<file path="src/rtl/pipe_pkg.sv">
// Shared pipeline definitions: forward selects and
// the multi-cycle handshake FSM state type.
package pipe_pkg;

  localparam logic [1:0] FWD_REG = 2'b00;
  localparam logic [1:0] FWD_WB  = 2'b01;
  localparam logic [1:0] FWD_MEM = 2'b10;

  typedef enum logic {
    RUN     = 1'b0,
    MC_WAIT = 1'b1
  } mc_state_e;

endpackage

</file>
<file path="src/rtl/sat_counter.sv">
// Saturating up-counter, holds at all-ones.
// Ports: clk, rst (async active-low), inc, count.
module sat_counter #(
  parameter int W = 32
) (
  input  logic         clk,
  input  logic         rst,
  input  logic         inc,
  output logic [W-1:0] count
);

  logic [W-1:0] r_cnt;
  logic         w_full;

  assign w_full = &r_cnt;
  assign count  = r_cnt;

  always_ff @(posedge clk or negedge rst) begin
    if (!rst) begin
      r_cnt <= '0;
    end else if (inc && !w_full) begin
      r_cnt <= r_cnt + 1'b1;
    end
  end

endmodule

</file>
<file path="src/rtl/hazard_ctrl.sv">
// Pipeline hazard control: M/W forwarding, load-use stall,
// branch flush, multi-cycle unit handshake with watchdog,
// saturating stall/flush counters.
// Ports: clk, rst (async active-low); decode/execute
// register indices and write enables in; forward
// selects, stall/flush/bubble, mc_start/abort/err and
// the two counters out.
module hazard_ctrl
  import pipe_pkg::*;
#(
  parameter int REG_ADDR_W = 5,
  parameter int CNT_W      = 32,
  parameter int MC_TIMEOUT = 64
) (
  input  logic                  clk,
  input  logic                  rst,
  input  logic [REG_ADDR_W-1:0] rs1_d,
  input  logic [REG_ADDR_W-1:0] rs2_d,
  input  logic [REG_ADDR_W-1:0] rs1_e,
  input  logic [REG_ADDR_W-1:0] rs2_e,
  input  logic [REG_ADDR_W-1:0] rd_e,
  input  logic [REG_ADDR_W-1:0] rd_m,
  input  logic [REG_ADDR_W-1:0] rd_w,
  input  logic                  resultsrc_e,
  input  logic                  regwrite_m,
  input  logic                  regwrite_w,
  input  logic                  pcsrc_e,
  input  logic                  mc_op_e,
  input  logic                  mc_done,
  output logic [1:0]            forward_ae,
  output logic [1:0]            forward_be,
  output logic                  stall_f,
  output logic                  stall_d,
  output logic                  stall_e,
  output logic                  flush_d,
  output logic                  flush_e,
  output logic                  bubble_m,
  output logic                  mc_start,
  output logic                  mc_abort,
  output logic                  mc_err,
  output logic [CNT_W-1:0]      stall_cnt,
  output logic [CNT_W-1:0]      flush_cnt
);

  localparam int WD_W = $clog2(MC_TIMEOUT);
  localparam logic [WD_W-1:0] WD_LAST =
    WD_W'(MC_TIMEOUT - 1);

  mc_state_e       r_state;
  mc_state_e       w_state_nxt;
  logic [WD_W-1:0] r_wdog;
  logic [WD_W-1:0] w_wdog_nxt;
  logic            r_mc_err;

  logic            w_start;
  logic            w_mc_stall;
  logic            w_abort;
  logic            w_lu;
  logic            w_lu_stall;
  logic            w_nz_e;

  function automatic logic [1:0] fwd_sel(
    input logic [REG_ADDR_W-1:0] rs,
    input logic                  we_m,
    input logic [REG_ADDR_W-1:0] dm,
    input logic                  we_w,
    input logic [REG_ADDR_W-1:0] dw
  );
    logic [1:0] sel;
    sel = FWD_REG;
    if (we_m && dm != '0 && dm == rs) begin
      sel = FWD_MEM;
    end else if (we_w && dw != '0 && dw == rs) begin
      sel = FWD_WB;
    end
    return sel;
  endfunction

  // Multi-cycle handshake: a zero-wait unit (done in the
  // start cycle) never stalls; otherwise hold until done
  // or until the watchdog runs out.
  always_comb begin
    w_state_nxt = r_state;
    w_wdog_nxt  = r_wdog;
    w_start     = 1'b0;
    w_mc_stall  = 1'b0;
    w_abort     = 1'b0;
    unique case (r_state)
      RUN: begin
        if (mc_op_e && !pcsrc_e) begin
          w_start = 1'b1;
          if (!mc_done) begin
            w_mc_stall  = 1'b1;
            w_wdog_nxt  = '0;
            w_state_nxt = MC_WAIT;
          end
        end
      end
      MC_WAIT: begin
        if (mc_done) begin
          w_state_nxt = RUN;
        end else if (r_wdog == WD_LAST) begin
          w_abort     = 1'b1;
          w_state_nxt = RUN;
        end else begin
          w_mc_stall = 1'b1;
          w_wdog_nxt = r_wdog + 1'b1;
        end
      end
      default: begin
        w_state_nxt = RUN;
      end
    endcase
  end

  assign w_nz_e = (rd_e != '0);
  assign w_lu   = resultsrc_e && w_nz_e &&
                  (rd_e == rs1_d || rd_e == rs2_d);

  // Branch wins over load-use; a frozen E (MC stall)
  // makes load-use meaningless so it is masked.
  assign w_lu_stall = w_lu && !pcsrc_e && !w_mc_stall;

  // Everything combinational is forced low in reset.
  always_comb begin
    forward_ae = FWD_REG;
    forward_be = FWD_REG;
    stall_f    = 1'b0;
    stall_d    = 1'b0;
    stall_e    = 1'b0;
    flush_d    = 1'b0;
    flush_e    = 1'b0;
    bubble_m   = 1'b0;
    mc_start   = 1'b0;
    mc_abort   = 1'b0;
    if (rst) begin
      forward_ae = fwd_sel(rs1_e, regwrite_m, rd_m,
                           regwrite_w, rd_w);
      forward_be = fwd_sel(rs2_e, regwrite_m, rd_m,
                           regwrite_w, rd_w);
      stall_f    = w_mc_stall || w_lu_stall;
      stall_d    = w_mc_stall || w_lu_stall;
      stall_e    = w_mc_stall;
      bubble_m   = w_mc_stall;
      flush_d    = pcsrc_e;
      flush_e    = pcsrc_e || w_lu_stall;
      mc_start   = w_start;
      mc_abort   = w_abort;
    end
  end

  always_ff @(posedge clk or negedge rst) begin
    if (!rst) begin
      r_state  <= RUN;
      r_wdog   <= '0;
      r_mc_err <= 1'b0;
    end else begin
      r_state  <= w_state_nxt;
      r_wdog   <= w_wdog_nxt;
      r_mc_err <= r_mc_err | w_abort;
    end
  end

  assign mc_err = r_mc_err;

  sat_counter #(
    .W(CNT_W)
  ) u_stall_cnt (
    .clk  (clk),
    .rst  (rst),
    .inc  (stall_f),
    .count(stall_cnt)
  );

  sat_counter #(
    .W(CNT_W)
  ) u_flush_cnt (
    .clk  (clk),
    .rst  (rst),
    .inc  (pcsrc_e),
    .count(flush_cnt)
  );

endmodule

</file>
<file path="config.mk">
export PLATFORM = sky130hd
export DESIGN_NAME = hazard_ctrl
export DESIGN_NICKNAME = d
export VERILOG_FILES = /design/src/rtl/pipe_pkg.sv /design/src/rtl/sat_counter.sv /design/src/rtl/hazard_ctrl.sv
export SDC_FILE = /design/constraint.sdc
export NUM_CORES = 1
export LEC_CHECK = 0
export CAP_MARGIN = 20
export CORE_MARGIN = 8
export CORE_UTILIZATION = 45
export CTS_BUF_LIST = sky130_fd_sc_hd__clkbuf_16
export CTS_CLUSTER_SIZE = 24
export DETAILED_ROUTE_END_ITERATION = 7
export DONT_BUFFER_PORTS = 1
export SYNTH_ARGS = -nofsm -noshare
export SYNTH_HDL_FRONTEND = slang
export SYNTH_SLANG_ARGS = --single-unit
</file>
<file path="constraint.sdc">
create_clock -name clk -period 5.7 [get_ports clk]
set_input_delay 1.14 -clock clk [delete_from_list [all_inputs] [get_ports clk]]
set_output_delay 1.14 -clock clk [all_outputs]
set_load 0.05 [all_outputs]
</file>
* After elaboration in Yosys (flattened, before gate mapping)
Cells that the tools add are included.
** Operators by class
- Add/sub/neg operators :: 3
- $mul :: 0
- Divide/modulo/power cells :: 0
- Magnitude comparators :: 0
- Eq/ne operators :: 11
- Shift operators :: 0
- Mux-type cells :: 27
- Bitwise logic cells :: 2
- Reduce and logical (&&, ||, !) cells :: 26
** Operator list (count)
- $add A32 B1 Y32 const B :: 2
- $reduce_and A32 Y1 :: 2
- $eq A5 B5 Y1 :: 6
- $mux W6 :: 4
- $mux W1 :: 17
- $reduce_bool A5 Y1 :: 3
- $logic_and A1 B1 Y1 :: 13
- $pmux W6 S2 :: 1
- $mux W2 :: 4
- $ne A2 B2 Y1 const B :: 4
- $add A6 B1 Y6 const B :: 1
- $eq A6 B6 Y1 const B :: 1
- $logic_not A1 Y1 :: 4
- $reduce_and A4 Y1 :: 1
- $logic_or A1 B1 Y1 :: 3
- $pmux W1 S2 :: 1
- $not A1 Y1 :: 1
- $or A1 B1 Y1 :: 1
** Storage, ports and cells
- Bits in registers :: 72
- Bits in latches :: 0
- Memory bits (writable) :: 0
- ROM bits :: 0
- Input port bits :: 43
- Output and inout bits :: 77
- Logic and storage cells :: 74
- Memories :: 0

* Depth between registers and ports, before layout
- Word-level depth :: 9
- Gate-level depth with buffers :: 8
- Mapped depth without buffers :: 7

* Cells and area by module
From an unflattened synthesis, not the netlist that was laid out.
** Second synthesis, totals
- Cells, all modules :: 395
- Area total of the unflattened synthesis :: 4028.9 um^2
** By module, submodules not included
- sat_counter :: times used 2, cells an instance 146, area an instance 1580.3 um^2, sequential area each 800.8 um^2
- hazard_ctrl :: times used 1, cells an instance 103, area an instance 868.3 um^2, sequential area each 200.2 um^2

* Worst setup path before layout
Ideal clock, no wire load.
- Path kind :: in2out
- From :: input rd_m[1]
- To :: output forward_ae[0]
- Arrival time :: 3.491 ns
- Data required time :: 4.560 ns
- Setup slack :: 1.069 ns
- Stages :: 4
- Buffers on the path :: 0
- Cells stage by stage :: or4_1 -> o21ai_0 -> nor4_1 -> nor4_1
** On the way
- Word-level cells in the longest chain between the ends :: 5
- Elaborated cells on any way between the ends :: 6
- Classes of those cells :: eq/ne (1); mux (2); reduce/logical (3)
** RTL lines
- start, declared :: line hazard_ctrl.sv:22 : input logic [REG_ADDR_W-1:0] rd_m,
- $reduce_bool A5 Y1 :: line hazard_ctrl.sv:71 : if (we_m && dm != '0 && dm == rs) begin
- $logic_and A1 B1 Y1 :: line hazard_ctrl.sv:71
- $logic_and A1 B1 Y1 (*) :: line hazard_ctrl.sv:71
- $mux W2 (*) :: line hazard_ctrl.sv:71
- $mux W2 (*) :: line hazard_ctrl.sv:136 : if (rst) begin
- end, declared :: line hazard_ctrl.sv:30 : output logic [1:0] forward_ae,
Every way passes the cells marked *; elsewhere a longest branch is shown, timed or not.

* Worst setup path after layout
- From :: input mc_op_e
- To :: output stall_f
** On the way
- Word-level cells in the longest chain between the ends :: 7
** RTL lines
- start, declared :: line hazard_ctrl.sv:28 : input logic mc_op_e,
- $logic_and A1 B1 Y1 (*) :: line hazard_ctrl.sv:90 : if (mc_op_e && !pcsrc_e) begin
- $mux W1 (*) :: line hazard_ctrl.sv:90
- $pmux W1 S2 (*) :: line hazard_ctrl.sv:88 : unique case (r_state)
- $logic_not A1 Y1 :: line hazard_ctrl.sv:122 : assign w_lu_stall = w_lu && !pcsrc_e && !w_mc_stall;
- $logic_and A1 B1 Y1 :: line hazard_ctrl.sv:122
- $logic_or A1 B1 Y1 (*)
- $mux W1 (*)
- end, declared :: line hazard_ctrl.sv:32 : output logic stall_f,
Marks and branches as above.

==> results.py <==
metrics = {
    "run_status": {
        "status": "completed",
    },
    "setup_path": {
        "rr_startpoint": "r_wdog[0]$_DFFE_PN0P_",
        "crit_type": "in -> out",
        "slowest_stage": "a21o_1",
        "path_delay_family": "compound AO/OA/AOI/OAI gates",
        "cp-start-kind": "primary input",
        "crit_start": "mc_op_e",
        "path_buf_inv": 0,
        "crit_fanout": 8,
        "path_cells": "nor2b_1, o221ai_2, nor2_4, a21o_1",
        "cp_data_arrival_time_ns": 2.90,
        "cp.required_ns": 4.56,
        "cp-end-kind": "primary output",
        "cpPeakStageDelay_ns": 0.75,
    },
    "grt": {
        "grt_max_degree": 78,
        "grt_pass1_vias": 2998,
        "use_met3": 0.0785,
        "grt_use_met1": 0.178,
        "antenna_found_initial": 0,
        "busiest_layer": "met2",
        "grt_pass1_wl_mm": 15.4,
        "grt.total_usage": 0.150,
        "grt-ovfl-total": 0,
        "grt.met2_usage": 0.233,
    },
    "die": {
        "rows": 34,
        "start_util": 0.463,
        "coreArea_um2": 8680,
        "die_h_um": 110,
        "io_pins": 120,
        "dieWidth_um": 110,
        "die_area_um2": 12200,
    },
    "cells_and_area": {
        "num-nets-final": 451,
        "stdcell_count": 517,
        "synthToLayoutAreaGrowth_pct": 9.94,
        "design_area_um2": 4420,
        "n_fill_cell": 804,
        "antennaDiodeCount": 0,
        "layout_common_cells": "dfrtp_1 (72), xnor2_1 (45), nand2_1 (44)",
        "drive_gt1_frac": 0.103,
        "final_common_cell": "dfrtp_1",
    },
    "timing": {
        "max_freq_mhz": 247,
        "timing.slew.headroom": 0.352,
        "tightest_slew_ns": 0.968,
        "skew_ns": 0.00871,
        "timing.final.ws_setup_ns": 1.66,
        "rsz0062_at_grt": "false",
        "fin_crit_ns": 4.04,
        "setup_violations": 0,
        "slew_viol_final": 0,
        "hold_violations": 0,
        "fin_setup_tns_ns": 0,
        "fin_crit_sh": 0.709,
    },
    "pwr": {
        "peakVddDrop_mv": 0.196,
        "leakage_nw": 2.00,
        "powerDensity_nw_per_um2": 312,
    },
    "drt": {
        "drt_iter0_markers": 115,
        "vias": 2968,
        "drc": 0,
        "vias_per_cell": 5.74,
        "firstDrtPassIters": 4,
        "routed_wl_mm": 9.29,
        "final_antenna_net_count": 0,
        "wl_per_cell_um": 18.0,
    },
    "clock_tree": {
        "h-tree-depth": 3,
        "clockRootBuffer": "clkbuf_16",
        "clk_latency_ns": 0.32,
        "holdBufCountCts": 0,
        "clockBufferDepth": 2,
        "cts_buffers": 9,
        "ctsResizeCount": 0,
        "cts_tree": "yes",
        "clkTransAtPathRegs_ns": 0.06,
        "cts_sinks": 72,
        "post_cts_buffers": 0,
    },
    "synth": {
        "dominantRegCellSynth": "dfrtp_1",
        "postSynth.asyncResetShare": 1.00,
        "synth_area_leader_cell": "dfrtp_1",
        "syn-num-nets": 447,
        "ys_ff_latch": 72,
        "yosysSeqAreaShare": 0.449,
        "synthCells": 401,
        "ys_warn_count": 0,
        "synth.top_cell.area_share": 0.449,
        "synth_edf_count": 0,
        "synth_area_leaders": "dfrtp_1 (45%), xnor2_1 (9.8%), xor2_1 (9.2%)",
        "synth_cell_types": 48,
        "syn_area_per_cell_um2": 10.0,
        "synth_area_um2": 4020,
    },
    "placed_design": {
        "placed_area_um2": 4130,
        "io_buffers": 0,
        "placedCellCount": 502,
        "place_ws_ns": 1.63,
        "dp_hpwl_mm": 7.04,
        "place_congestion": 0.805,
    },
    "hold_path": {
        "min_path_type": "in -> async",
    },
    "run": {
        "max-cap-violations": 0,
    },
}
state kept, by name, indices dropped and copies added, names as in the netlist:
| register | cells |
|---|---|
| r_state | 1 |
| r_wdog | 6 |
| u_stall_cnt.count | 32 |
| mc_err | 1 |
| u_flush_cnt.count | 32 |
per-stage QoR:
| step | power, mW | util | hold WS [ns] |
|---|---|---|---|
| 2_1_floorplan | 0.819 | - | 0.466 |
| 5_1_grt | 1.43 | 0.509 | 0.488 |
| 3_5_place_dp | 0.850 | 0.476 | 0.518 |
| 4_1_cts | 1.40 | 0.509 | 0.496 |
| 6_report | 1.38 | 0.509 | 0.511 |
| 3_3_place_gp | 0.843 | 0.476 | 0.490 |
synth_stat cells (all sizes together), types with 2 or more instances:
cell / instances
dfrtp: 72
xnor2: 45
nand2: 44
xor2: 42
nand3: 33
nand4: 20
nor2: 20
nor3: 18
inv: 14
nor4: 14
and3: 12
buf: 10
o21ai: 10
and2: 6
and4: 6
or4: 5
mux2: 4
ha: 3
nor2b: 3
o31ai: 3
or3: 3
nand2b: 2
worst register-to-register path: cells and delay by family (launching register included):
kind	cells	cell delay, ns
compound gates	2	1.00
mux	1	0.32
simple gates	3	0.93
flops	1	0.41
buf+inv	1	0.31
fa+ha+maj	1	0.25
report_power, final:
group	switching, mW	internal, mW
clock network	0.206	0.334
logic	0.0526	0.0525
registers	0.186	0.547
total	0.444	0.933
per-layer routing:
| metal | part of all wire | wire length, µm |
|---|---|---|
| met1 | 0.42 | 3860 |
| met2 | 0.47 | 4360 |
| met3 | 0.11 | 1020 |
| met4 | 0.0059 | 55 |
| met5 | 0 | 0 |
cell type report:
type,instances,area (µm²),area share
Clock inverter,6,61.3,0.0139
Inverter,14,52.6,0.0119
Tap cell,108,135,0.0306
Timing Repair Buffer,4,30.0,0.00680
Sequential cell,72,1800,0.408
Multi-Input combinational cell,304,2110,0.478
Clock buffer,9,225,0.0510
final timing paths:
path / end / slack (ns) / depth (start not counted)
max: stall_f / 1.66 / 4
min: u_stall_cnt.count[7]$_DFFE_PN0P_ / 0.51 / 0
max reg2reg: u_stall_cnt.count[1]$_DFFE_PN0P_ / 2.36 / 8
min reg2reg: r_wdog[1]$_DFFE_PN0P_ / 0.52 / 2
max in group asynchronous: u_stall_cnt.count[17]$_DFFE_PN0P_ / 5.04 / 0
min in group clk: r_wdog[1]$_DFFE_PN0P_ / 0.52 / 2
cell families after synthesis:
group,after synthesis,share of synthesized area
AO/OA/AOI/OAI,23,0.0455
XOR/XNOR,87,0.190
adder cells (fa/ha/maj),3,0.00935
buffers and inverters,25,0.0321
flip-flops,72,0.449
multiplexers,4,0.0112
AND/OR/NAND/NOR,187,0.264
Note: power is estimated with default switching activity, not from simulation.
